==> src/rtl/id_ex_stage.sv <==
// -----------------------------------------------------------------------------
// id_ex_stage
// ID/EX pipeline register for a classic 5-stage RISC pipeline. It captures the
// decoded instruction fields, decodes the 3-bit ALU control word, picks the
// write-back register, and selects the ALU operands (optionally forwarded from
// the EX/MEM and MEM/WB stages).
//
// Configuration macro:
//   ID_EX_FORWARD_EN  defined   -> EX/MEM and MEM/WB operand forwarding enabled
//                     undefined -> operands come only from the registered values
//
// Ports:
//   clk, reset                 rising-edge clock, synchronous active-high reset
//   stall, flush               hold contents / insert a bubble
//   id_*                       decoded fields from the ID stage
//   exmem_*, memwb_*           forwarding sources (write enable, rd, result)
//   alu_dataA, alu_dataB       ALU operands
//   alu_signal                 ALU control (010 add, 110 sub, 000 and,
//                              001 or, 111 slt)
//   ex_valid, ex_reg_write     stage valid, gated register write enable
//   ex_wr_reg                  destination register number
//   ex_store_data              forwarded rt value for stores
// -----------------------------------------------------------------------------
module id_ex_stage #(
  parameter int WIDTH = 32
) (
  input  logic             clk,
  input  logic             reset,
  input  logic             stall,
  input  logic             flush,
  input  logic             id_valid,
  input  logic [WIDTH-1:0] id_rs_data,
  input  logic [WIDTH-1:0] id_rt_data,
  input  logic [WIDTH-1:0] id_imm,
  input  logic [4:0]       id_rs,
  input  logic [4:0]       id_rt,
  input  logic [4:0]       id_rd,
  input  logic [1:0]       id_alu_op,
  input  logic [5:0]       id_funct,
  input  logic             id_alu_src,
  input  logic             id_reg_dst,
  input  logic             id_reg_write,
  input  logic             exmem_reg_write,
  input  logic [4:0]       exmem_rd,
  input  logic [WIDTH-1:0] exmem_result,
  input  logic             memwb_reg_write,
  input  logic [4:0]       memwb_rd,
  input  logic [WIDTH-1:0] memwb_result,
  output logic [WIDTH-1:0] alu_dataA,
  output logic [WIDTH-1:0] alu_dataB,
  output logic [2:0]       alu_signal,
  output logic             ex_valid,
  output logic             ex_reg_write,
  output logic [4:0]       ex_wr_reg,
  output logic [WIDTH-1:0] ex_store_data
);

  logic             valid_reg;
  logic             reg_write_reg;
  logic [4:0]       wr_reg_reg;
  logic [2:0]       alu_signal_reg;
  logic [2:0]       alu_signal_next;
  logic [WIDTH-1:0] rs_data_reg;
  logic [WIDTH-1:0] rt_data_reg;
  logic [WIDTH-1:0] imm_reg;
  logic [4:0]       rs_reg;
  logic [4:0]       rt_reg;
  logic             alu_src_reg;
  logic [WIDTH-1:0] fwd_a;
  logic [WIDTH-1:0] fwd_b;

  // ALU control decode, done before the register so EX sees a ready code.
  always_comb begin
    alu_signal_next = 3'b010;
    case (id_alu_op)
      2'b00: alu_signal_next = 3'b010;
      2'b01: alu_signal_next = 3'b110;
      2'b10: begin
        case (id_funct)
          6'b100000: alu_signal_next = 3'b010;
          6'b100010: alu_signal_next = 3'b110;
          6'b100100: alu_signal_next = 3'b000;
          6'b100101: alu_signal_next = 3'b001;
          6'b101010: alu_signal_next = 3'b111;
          default:   alu_signal_next = 3'b010;
        endcase
      end
      default: alu_signal_next = 3'b010;
    endcase
  end

  // Reset and flush load the same all-zero bubble; reset simply wins first.
  always_ff @(posedge clk) begin
    if (reset || flush) begin
      valid_reg      <= 1'b0;
      reg_write_reg  <= 1'b0;
      wr_reg_reg     <= 5'd0;
      alu_signal_reg <= 3'b000;
      rs_data_reg    <= '0;
      rt_data_reg    <= '0;
      imm_reg        <= '0;
      rs_reg         <= 5'd0;
      rt_reg         <= 5'd0;
      alu_src_reg    <= 1'b0;
    end else if (!stall) begin
      valid_reg      <= id_valid;
      reg_write_reg  <= id_reg_write;
      wr_reg_reg     <= id_reg_dst ? id_rd : id_rt;
      alu_signal_reg <= alu_signal_next;
      rs_data_reg    <= id_rs_data;
      rt_data_reg    <= id_rt_data;
      imm_reg        <= id_imm;
      rs_reg         <= id_rs;
      rt_reg         <= id_rt;
      alu_src_reg    <= id_alu_src;
    end
  end

`ifdef ID_EX_FORWARD_EN
  // The younger EX/MEM result takes precedence over MEM/WB; r0 is hardwired
  // zero in the register file, so it is never a forwarding target.
  always_comb begin
    fwd_a = rs_data_reg;
    if (exmem_reg_write && (exmem_rd != 5'd0) && (exmem_rd == rs_reg))
      fwd_a = exmem_result;
    else if (memwb_reg_write && (memwb_rd != 5'd0) && (memwb_rd == rs_reg))
      fwd_a = memwb_result;
  end

  always_comb begin
    fwd_b = rt_data_reg;
    if (exmem_reg_write && (exmem_rd != 5'd0) && (exmem_rd == rt_reg))
      fwd_b = exmem_result;
    else if (memwb_reg_write && (memwb_rd != 5'd0) && (memwb_rd == rt_reg))
      fwd_b = memwb_result;
  end
`else
  assign fwd_a = rs_data_reg;
  assign fwd_b = rt_data_reg;

  // Forwarding sources and register numbers have no consumer in this build.
  logic unused_fwd;
  assign unused_fwd = ^{exmem_reg_write, exmem_rd, exmem_result,
                        memwb_reg_write, memwb_rd, memwb_result,
                        rs_reg, rt_reg};
`endif

  assign alu_dataA     = fwd_a;
  assign alu_dataB     = alu_src_reg ? imm_reg : fwd_b;
  assign ex_store_data = fwd_b;
  assign alu_signal    = alu_signal_reg;
  assign ex_valid      = valid_reg;
  assign ex_reg_write  = valid_reg & reg_write_reg;
  assign ex_wr_reg     = wr_reg_reg;

endmodule
==> config.mk <==
export PLATFORM = sky130hd
export DESIGN_NAME = id_ex_stage
export DESIGN_NICKNAME = d
export VERILOG_FILES = /design/src/rtl/id_ex_stage.sv
export SDC_FILE = /design/constraint.sdc
export NUM_CORES = 1
export LEC_CHECK = 0
export BUFFER_PORTS_ARGS = -buffer_cell sky130_fd_sc_hd__buf_4
export CAP_MARGIN = 20
export CORE_AREA = 2 2 118 120
export CTS_CLUSTER_DIAMETER = 60
export CTS_CLUSTER_SIZE = 14
export DETAILED_ROUTE_END_ITERATION = 8
export DIE_AREA = 0 0 120 122
export MAX_ROUTING_LAYER = met4
export PLACE_DENSITY_LB_ADDON = 0.05
export SYNTH_ARGS = -nofsm -noshare
export SYNTH_HDL_FRONTEND = slang
export SYNTH_SLANG_ARGS = --single-unit
==> constraint.sdc <==
create_clock -name clk -period 1 [get_ports clk]
set_input_delay 0.1 -clock clk [delete_from_list [all_inputs] [get_ports clk]]
set_output_delay 0.1 -clock clk [all_outputs]
set_load 0.02 [all_outputs]
==> results of run 1 <==
timing repair:
item	4_1_cts	5_1_grt
hold endpoints to repair	90	0
pin swaps	1	0
gates cloned	1	1
resized for setup	39	11
hold buffers	90	0
endpoints found under the setup margin	34	42
buffers inserted	0	1
worst register-to-register path, delay by kind of cell, from the launching register on:
kind / cells / cell delay (ns)
buffers and inverters: 2 / 0.32
flip-flops: 1 / 0.40
multiplexers: 1 / 0.12
AND/OR/NAND/NOR: 1 / 0.05
report_power, final:
group,switching [mW],leakage [nW],total (mW),internal (mW)
combinational,0.736,2.71,1.85,1.11
clock,1.46,0.121,3.15,1.69
sequential,0.0913,0.878,4.49,4.40
cell families (layout without fill, tap and decap cells):
group	count (synthesis)	count (layout)
AO/OA/AOI/OAI	10	10
multiplexers	136	136
AND/OR/NAND/NOR	124	124
flip-flops	107	107
buffers and inverters	32	350
adder cells (fa/ha/maj)	2	2
layer usage:
| layer | vias up | share of wire, % | global-route usage [%] | wire, µm |
|---|---|---|---|---|
| met3 | 10 | 5.8 | 3.60 | 722 |
| met5 | - | 0 | - | 0 |
| met2 | 128 | 50 | 29.0 | 6260 |
| met1 | 1846 | 42 | 19.7 | 5270 |
| met4 | 0 | 1.2 | 6.10 | 153 |
| li1 | 2003 | - | - | - |
worst paths after layout:
path	from	endpoint	cells past startpoint
max	alu_src_reg$_SDFFE_PP0N_	alu_dataB[1]	3
max reg2reg	alu_src_reg$_SDFFE_PP0N_	alu_src_reg$_SDFFE_PP0N_	4
min	id_rs_data[3]	alu_dataA[3]$_SDFFE_PP0N_	3
min reg2reg	ex_wr_reg[2]$_SDFFE_PP0N_	ex_wr_reg[2]$_SDFFE_PP0N_	2
cell usage in the layout, fill, tap and decap left out, types with 2 or more instances in the layout:
| master | netlist | layout |
|---|---|---|
| a21oi_1 | 6 | 6 |
| buf_12 | 0 | 9 |
| buf_4 | 7 | 197 |
| buf_6 | 7 | 34 |
| clkbuf_1 | 6 | 5 |
| clkbuf_16 | 0 | 10 |
| dfxtp_1 | 107 | 95 |
| dfxtp_2 | 0 | 11 |
| dlygate4sd3_1 | 0 | 90 |
| ha_1 | 2 | 2 |
| inv_1 | 2 | 2 |
| mux2_4 | 0 | 32 |
| mux2i_1 | 104 | 104 |
| nand3_1 | 3 | 3 |
| nor2_1 | 113 | 113 |
| nor2b_1 | 2 | 2 |
final cells by class:
cell class	count	area [µm²]	area share, %
Timing Repair Buffer	332	3000	38.6
Sequential cell	107	2160	27.9
Multi-Input combinational cell	272	2110	27.2
Clock buffer	14	244	3.15
Tap cell	180	225	2.91
Clock inverter	2	12.5	0.161
Inverter	2	7.51	0.0968
==> results_tabular.tex, run 1 <==
\begin{tabular}{lr}
\hline
Metric & Value \\
\hline
\multicolumn{2}{l}{\textbf{Critical path}} \\
\quad Critical path class & register to output pin \\
\quad Critical path required time & 0.90 ns \\
\quad Arrival time reported for the critical path endpoint & 1.40 ns \\
\quad CP max FO & 10 \\
\quad Cells traversed along the worst timing path & buf\_12 > mux2\_4 > buf\_6 \\
\quad Critical-path cell with the highest stage delay & dfxtp\_4 \\
\quad Delay of the slowest cell on the worst path & 0.44 ns \\
\quad Worst reg2reg setup slack & 0.01 ns \\
\quad Critical Path Start Type & register \\
\quad Worst path top cell family by delay & flip-flops \\
\quad Category of the worst setup path capture point & output pin \\
\quad Worst Path Buf+Inv & 2 \\
\multicolumn{2}{l}{\textbf{Synthesis}} \\
\quad Xor/xnor cell area share of the yosys netlist & 0\% \\
\quad Post-synthesis mux area share & 32.3\% \\
\quad Proportion of synthesized chip area in sequential cells & 49.4\% \\
\quad Distinct cell type count after synthesis & 23 \\
\quad Commonest cells in the netlist & nor2\_1, dfxtp\_1, mux2i\_1 \\
\quad Ranking of synthesized cells by area & dfxtp\_1, mux2i\_1, nor2\_1 \\
\quad Mean instance size in the synthesized netlist & 10.6 µm² \\
\quad Post-synth design cell area & 4340 µm² \\
\quad Dominant combinational cell family by area after synthesis & multiplexers \\
\quad Synthesis warning total & 0 \\
\quad Cell taking the most area after synthesis & dfxtp\_1 \\
\quad Fraction of post-synthesis cell area in the top cell type by area & 49.4\% \\
\quad Compound-gate portion of the synthesized area & 1.50\% \\
\quad Count leader, synth & nor2\_1 \\
\quad Syn Nets & 616 \\
\quad Number of standard cells after synthesis & 411 \\
\quad Number of enable flip-flop cells after synthesis & 0 \\
\quad Adder-cell share of the synthesized area & 0.577\% \\
\quad Simple-gate portion of the synthesized area & 11.3\% \\
\quad Share of flip-flops with an asynchronous set or reset after synthesis & 0\% \\
\quad Synthesized flop and latch total & 107 \\
\quad Predominant post-synthesis flop cell & dfxtp\_1 \\
\multicolumn{2}{l}{\textbf{Layout}} \\
\quad Non-filler instance count after layout & 909 \\
\quad Final nets & 929 \\
\quad Synth-to-Final Area Change & 78.8\% \\
\quad End-of-flow core utilization & 57.4\% \\
\quad \# fillers & 1177 \\
\quad Fin area & 7750 µm² \\
\quad Share of post-route cells with drive strength above 1 & 41.3\% \\
\quad \# diodes & 0 \\
\multicolumn{2}{l}{\textbf{Die}} \\
\quad Number of primary I/O pins & 309 \\
\quad Die extent in y & 122 µm \\
\quad Area inside the core boundary & 13500 µm² \\
\quad Starting density of the core & 32.1\% \\
\quad Die footprint & 14600 µm² \\
\quad Count of standard-cell rows & 43 \\
\quad Horiz. Die Dim & 120 µm \\
\multicolumn{2}{l}{\textbf{Clock network}} \\
\quad Number of buffers created by CTS & 9 \\
\quad Clock slew at the register clock pins of the worst setup and hold paths & 0.07 ns \\
\quad CTS tree & built \\
\quad Number of levels the H-tree was split into & 3 \\
\quad Clock root buffer & clkbuf\_16 \\
\quad Number of clock sinks seen by CTS & 107 \\
\quad Clock tree buffer depth & 2 \\
\quad Clock latency on the worst-skew pair & 0.33 ns \\
\multicolumn{2}{l}{\textbf{Global routing}} \\
\quad Number of global-route vias before repair & 4005 \\
\quad Global-route wire length before repair & 19.2 mm \\
\quad Largest net degree at the start of global routing & 46 \\
\quad Number of antenna violations at the first check in global routing & 0 \\
\quad Overall fraction of global-route tracks in use & 17.0\% \\
\quad Aggregate global routing overflow & 0 \\
\multicolumn{2}{l}{\textbf{Pwr}} \\
\quad Worst supply voltage drop on vdd & 0.630 mV \\
\quad Final Power & 9.49 mW \\
\quad Static Leakage & 3.71 nW \\
\quad Power per Cell Area & 1220 nW/µm² \\
\multicolumn{2}{l}{\textbf{Routing}} \\
\quad Number of DRC markers after the initial detailed-route iteration & 136 \\
\quad Average via count per standard cell & 4.39 \\
\quad Total detailed-routing wirelength & 12.4 mm \\
\quad Number of nets still failing antenna checks after routing & 0 \\
\quad WL/cell & 13.6 µm \\
\quad Number of design rule violations left after detail routing & 0 \\
\quad Via Count & 3987 \\
\quad Number of iterations in the first detailed-routing pass & 4 \\
\multicolumn{2}{l}{\textbf{STA}} \\
\quad Least setup slack across all paths after layout & -0.500 ns \\
\quad Final Setup Violations & 33 \\
\quad Final hold violation count & 0 \\
\quad Remaining max-slew budget at the tightest pin & 83.1\% \\
\quad Shortest clock period the worst path allows after layout & 1.50 ns \\
\quad Worst Skew & 0 ns \\
\quad Min Hold Slack & 0.00809 ns \\
\quad Period utilisation layout & 150\% \\
\quad Final-layout setup total negative slack & -15.45 ns \\
\quad RSZ-0062 raised after global routing & yes \\
\quad Final Max Tran Viols & 0 \\
\quad Worst slew pin tran & 0.254 ns \\
\quad Fmax & 0.667 GHz \\
\multicolumn{2}{l}{\textbf{Place}} \\
\quad DP Area & 6380 µm² \\
\quad Cells after DPL & 800 \\
\quad Worst slack at placement & -0.184 ns \\
\quad Sum of net half-perimeters after detailed placement & 8.39 mm \\
\quad Number of buffer cells added on primary ports & 227 \\
\quad Routability cong. & 0.736 \\
\multicolumn{2}{l}{\textbf{Job}} \\
\quad Total of max-cap violations & 0 \\
\multicolumn{2}{l}{\textbf{Hold path}} \\
\quad Worst min-delay path class & input port to register \\
\multicolumn{2}{l}{\textbf{Outcome}} \\
\quad Violations in the final reports & setup timing \\
\quad Run status & finished with violations \\
\hline
\end{tabular}
Note: power is estimated with default switching activity, not from simulation.
==> inputs of run 2 (changes only) <==
--- a/config.mk
+++ b/config.mk
@@ -12,6 +12,7 @@
 export CTS_CLUSTER_SIZE = 14
 export DETAILED_ROUTE_END_ITERATION = 8
 export DIE_AREA = 0 0 120 122
+export HOLD_SLACK_MARGIN = 0.08
 export MAX_ROUTING_LAYER = met4
 export PLACE_DENSITY_LB_ADDON = 0.05
 export SYNTH_ARGS = -nofsm -noshare
==> run 2 against run 1 <==
Effect of this change:
- the run still ends with setup timing left
- sequential share of layout area decreased by 0.54 points
- wire length increased by 0.69%
- combinational power increased by 2%
- clock skew unchanged
- flip-flop and latch count unchanged
- first-iteration DRC count increased by 9.6%
- power increased by 0.42%
- critical path depth unchanged
- die area unchanged
- largest power group unchanged
==> results_tabular.tex, run 2 (synthesized netlist as in run 1, its figures left out) <==
\begin{tabular}{lr}
\hline
Metric & Value \\
\hline
\multicolumn{2}{l}{\textbf{Outcome}} \\
\quad Run status & finished with violations \\
\quad Violations in the final reports & setup timing \\
\multicolumn{2}{l}{\textbf{Layout}} \\
\quad \# fillers & 1159 \\
\quad \# diodes & 0 \\
\quad Share of post-route cells with drive strength above 1 & 40.6\% \\
\quad Fin area & 7910 µm² \\
\quad End-of-flow core utilization & 58.5\% \\
\quad Highest-count cells in the layout ignoring fill and taps & buf\_4, nor2\_1, dlygate4sd3\_1 \\
\quad Synth-to-Final Area Change & 82.3\% \\
\quad Final nets & 944 \\
\quad Commonest non-fill, non-tap cell in the layout & buf\_4 \\
\quad Non-filler instance count after layout & 924 \\
\multicolumn{2}{l}{\textbf{Global routing}} \\
\quad Largest net degree at the start of global routing & 46 \\
\quad Met1 usage in global routing & 19.9\% \\
\quad Met3 track utilization from global routing & 3.65\% \\
\quad Overall fraction of global-route tracks in use & 17.2\% \\
\quad Global-route wire length before repair & 19.5 mm \\
\quad Number of antenna violations at the first check in global routing & 0 \\
\quad GRT Max-Usage Layer & met2 \\
\quad Number of global-route vias before repair & 4095 \\
\quad Met2 track demand over resource in global routing & 29.6\% \\
\quad Aggregate global routing overflow & 0 \\
\multicolumn{2}{l}{\textbf{STA}} \\
\quad Worst Skew & 0 ns \\
\quad Min Hold Slack & 0.0943 ns \\
\quad RSZ-0062 raised after global routing & yes \\
\quad Remaining max-slew budget at the tightest pin & 83.1\% \\
\quad Final-layout setup total negative slack & -15.45 ns \\
\quad Worst slew pin tran & 0.253 ns \\
\quad Fmax & 0.666 GHz \\
\quad Final hold violation count & 0 \\
\quad Period utilisation layout & 150\% \\
\quad Final Setup Violations & 33 \\
\quad Shortest clock period the worst path allows after layout & 1.50 ns \\
\quad Final Max Tran Viols & 0 \\
\quad Least setup slack across all paths after layout & -0.501 ns \\
\multicolumn{2}{l}{\textbf{Place}} \\
\quad Routability cong. & 0.736 \\
\quad DP Area & 6380 µm² \\
\quad Worst slack at placement & -0.184 ns \\
\quad Number of buffer cells added on primary ports & 227 \\
\quad Cells after DPL & 800 \\
\quad Sum of net half-perimeters after detailed placement & 8.39 mm \\
\multicolumn{2}{l}{\textbf{Clock network}} \\
\quad Clock latency on the worst-skew pair & 0.33 ns \\
\quad Number of levels the H-tree was split into & 3 \\
\quad Number of clock sinks seen by CTS & 107 \\
\quad Clock root buffer & clkbuf\_16 \\
\quad CTS tree & built \\
\quad Clock slew at the register clock pins of the worst setup and hold paths & 0.07 ns \\
\quad Number of buffers created by CTS & 9 \\
\quad Clock tree buffer depth & 2 \\
\multicolumn{2}{l}{\textbf{Critical path}} \\
\quad Critical path class & register to output pin \\
\quad Worst Reg-to-Reg Cells & 4 \\
\quad CP max FO & 10 \\
\quad Worst reg2reg setup slack & 0.01 ns \\
\quad Arrival time reported for the critical path endpoint & 1.40 ns \\
\quad Critical path required time & 0.90 ns \\
\quad Critical Path Start Type & register \\
\quad Capture point of the worst reg-to-reg path & alu\_src\_reg\$\_SDFFE\_PP0N\_ \\
\quad Category of the worst setup path capture point & output pin \\
\quad Start of the worst register-to-register path & alu\_src\_reg\$\_SDFFE\_PP0N\_ \\
\multicolumn{2}{l}{\textbf{Routing}} \\
\quad WL/cell & 13.5 µm \\
\quad Via Count & 4035 \\
\quad Number of design rule violations left after detail routing & 0 \\
\quad Number of nets still failing antenna checks after routing & 0 \\
\quad Total detailed-routing wirelength & 12.5 mm \\
\quad Average via count per standard cell & 4.37 \\
\quad Number of DRC markers after the initial detailed-route iteration & 149 \\
\quad Number of iterations in the first detailed-routing pass & 4 \\
\multicolumn{2}{l}{\textbf{Die}} \\
\quad Area inside the core boundary & 13500 µm² \\
\quad Die footprint & 14600 µm² \\
\quad Horiz. Die Dim & 120 µm \\
\quad Number of primary I/O pins & 309 \\
\quad Die extent in y & 122 µm \\
\quad Starting density of the core & 32.1\% \\
\quad Count of standard-cell rows & 43 \\
\multicolumn{2}{l}{\textbf{Job}} \\
\quad Total of max-cap violations & 0 \\
\multicolumn{2}{l}{\textbf{Pwr}} \\
\quad Final Power & 9.53 mW \\
\quad Static Leakage & 3.77 nW \\
\quad Worst supply voltage drop on vdd & 0.623 mV \\
\quad Power per Cell Area & 1210 nW/µm² \\
\multicolumn{2}{l}{\textbf{Hold path}} \\
\quad Worst hold stages & 4 \\
\quad Hold path endpoint & alu\_signal[0]\$\_SDFFE\_PP0N\_ \\
\quad Worst min-delay path class & input port to register \\
\quad Hold Crit Start & id\_funct[0] \\
\hline
\end{tabular}
## run 2: cell type report
cell class | instances | area (µm²) | area share (%)
inverter | 2 | 7.51 | 0.0950
timing repair buffer | 347 | 3150 | 39.8
multi-input combinational | 272 | 2110 | 26.7
tap | 180 | 225 | 2.85
clock inverter | 2 | 12.5 | 0.158
sequential | 107 | 2160 | 27.3
clock buffer | 14 | 244 | 3.09
## run 2: per-layer routing
| metal | wire length, µm | vias up |
|---|---|---|
| met5 | 0 | - |
| met4 | 150 | 0 |
| met3 | 726 | 10 |
| met2 | 6340 | 130 |
| met1 | 5270 | 1860 |
| li1 | - | 2035 |
## run 2: power by group
part / switching (mW) / leakage [nW] / internal [mW]
combinational: 0.743 / 2.77 / 1.15
clock: 1.45 / 0.121 / 1.69
sequential: 0.0914 / 0.878 / 4.40
## run 2: critical path: stages (launching register included)
cell and delay (ns):
dfxtp_4 0.44, buf_12 0.18, mux2_4 0.32, buf_6 0.13
## run 2: worst max path at each step
stage                              from       endpoint  slack, ns  cells after the start
2_1_floorplan  alu_src_reg$_SDFFE_PP0N_  alu_dataB[10]     -0.008                      3
3_3_place_gp   alu_src_reg$_SDFFE_PP0N_   alu_dataB[1]      -0.17                      3
3_5_place_dp   alu_src_reg$_SDFFE_PP0N_   alu_dataB[1]      -0.18                      3
4_1_cts        alu_src_reg$_SDFFE_PP0N_   alu_dataB[0]      -0.53                      3
5_1_grt        alu_src_reg$_SDFFE_PP0N_  alu_dataB[16]      -0.54                      3
6_report       alu_src_reg$_SDFFE_PP0N_   alu_dataB[1]      -0.50                      3
## run 2: what timing repair did
item,4_1_cts,5_1_grt
buffers inserted,0,1
setup endpoints to repair,34,43
pin swaps,1,0
cloned,1,1
endpoints found under the hold margin,101,0
hold buffers,105,0
resized for setup,39,12
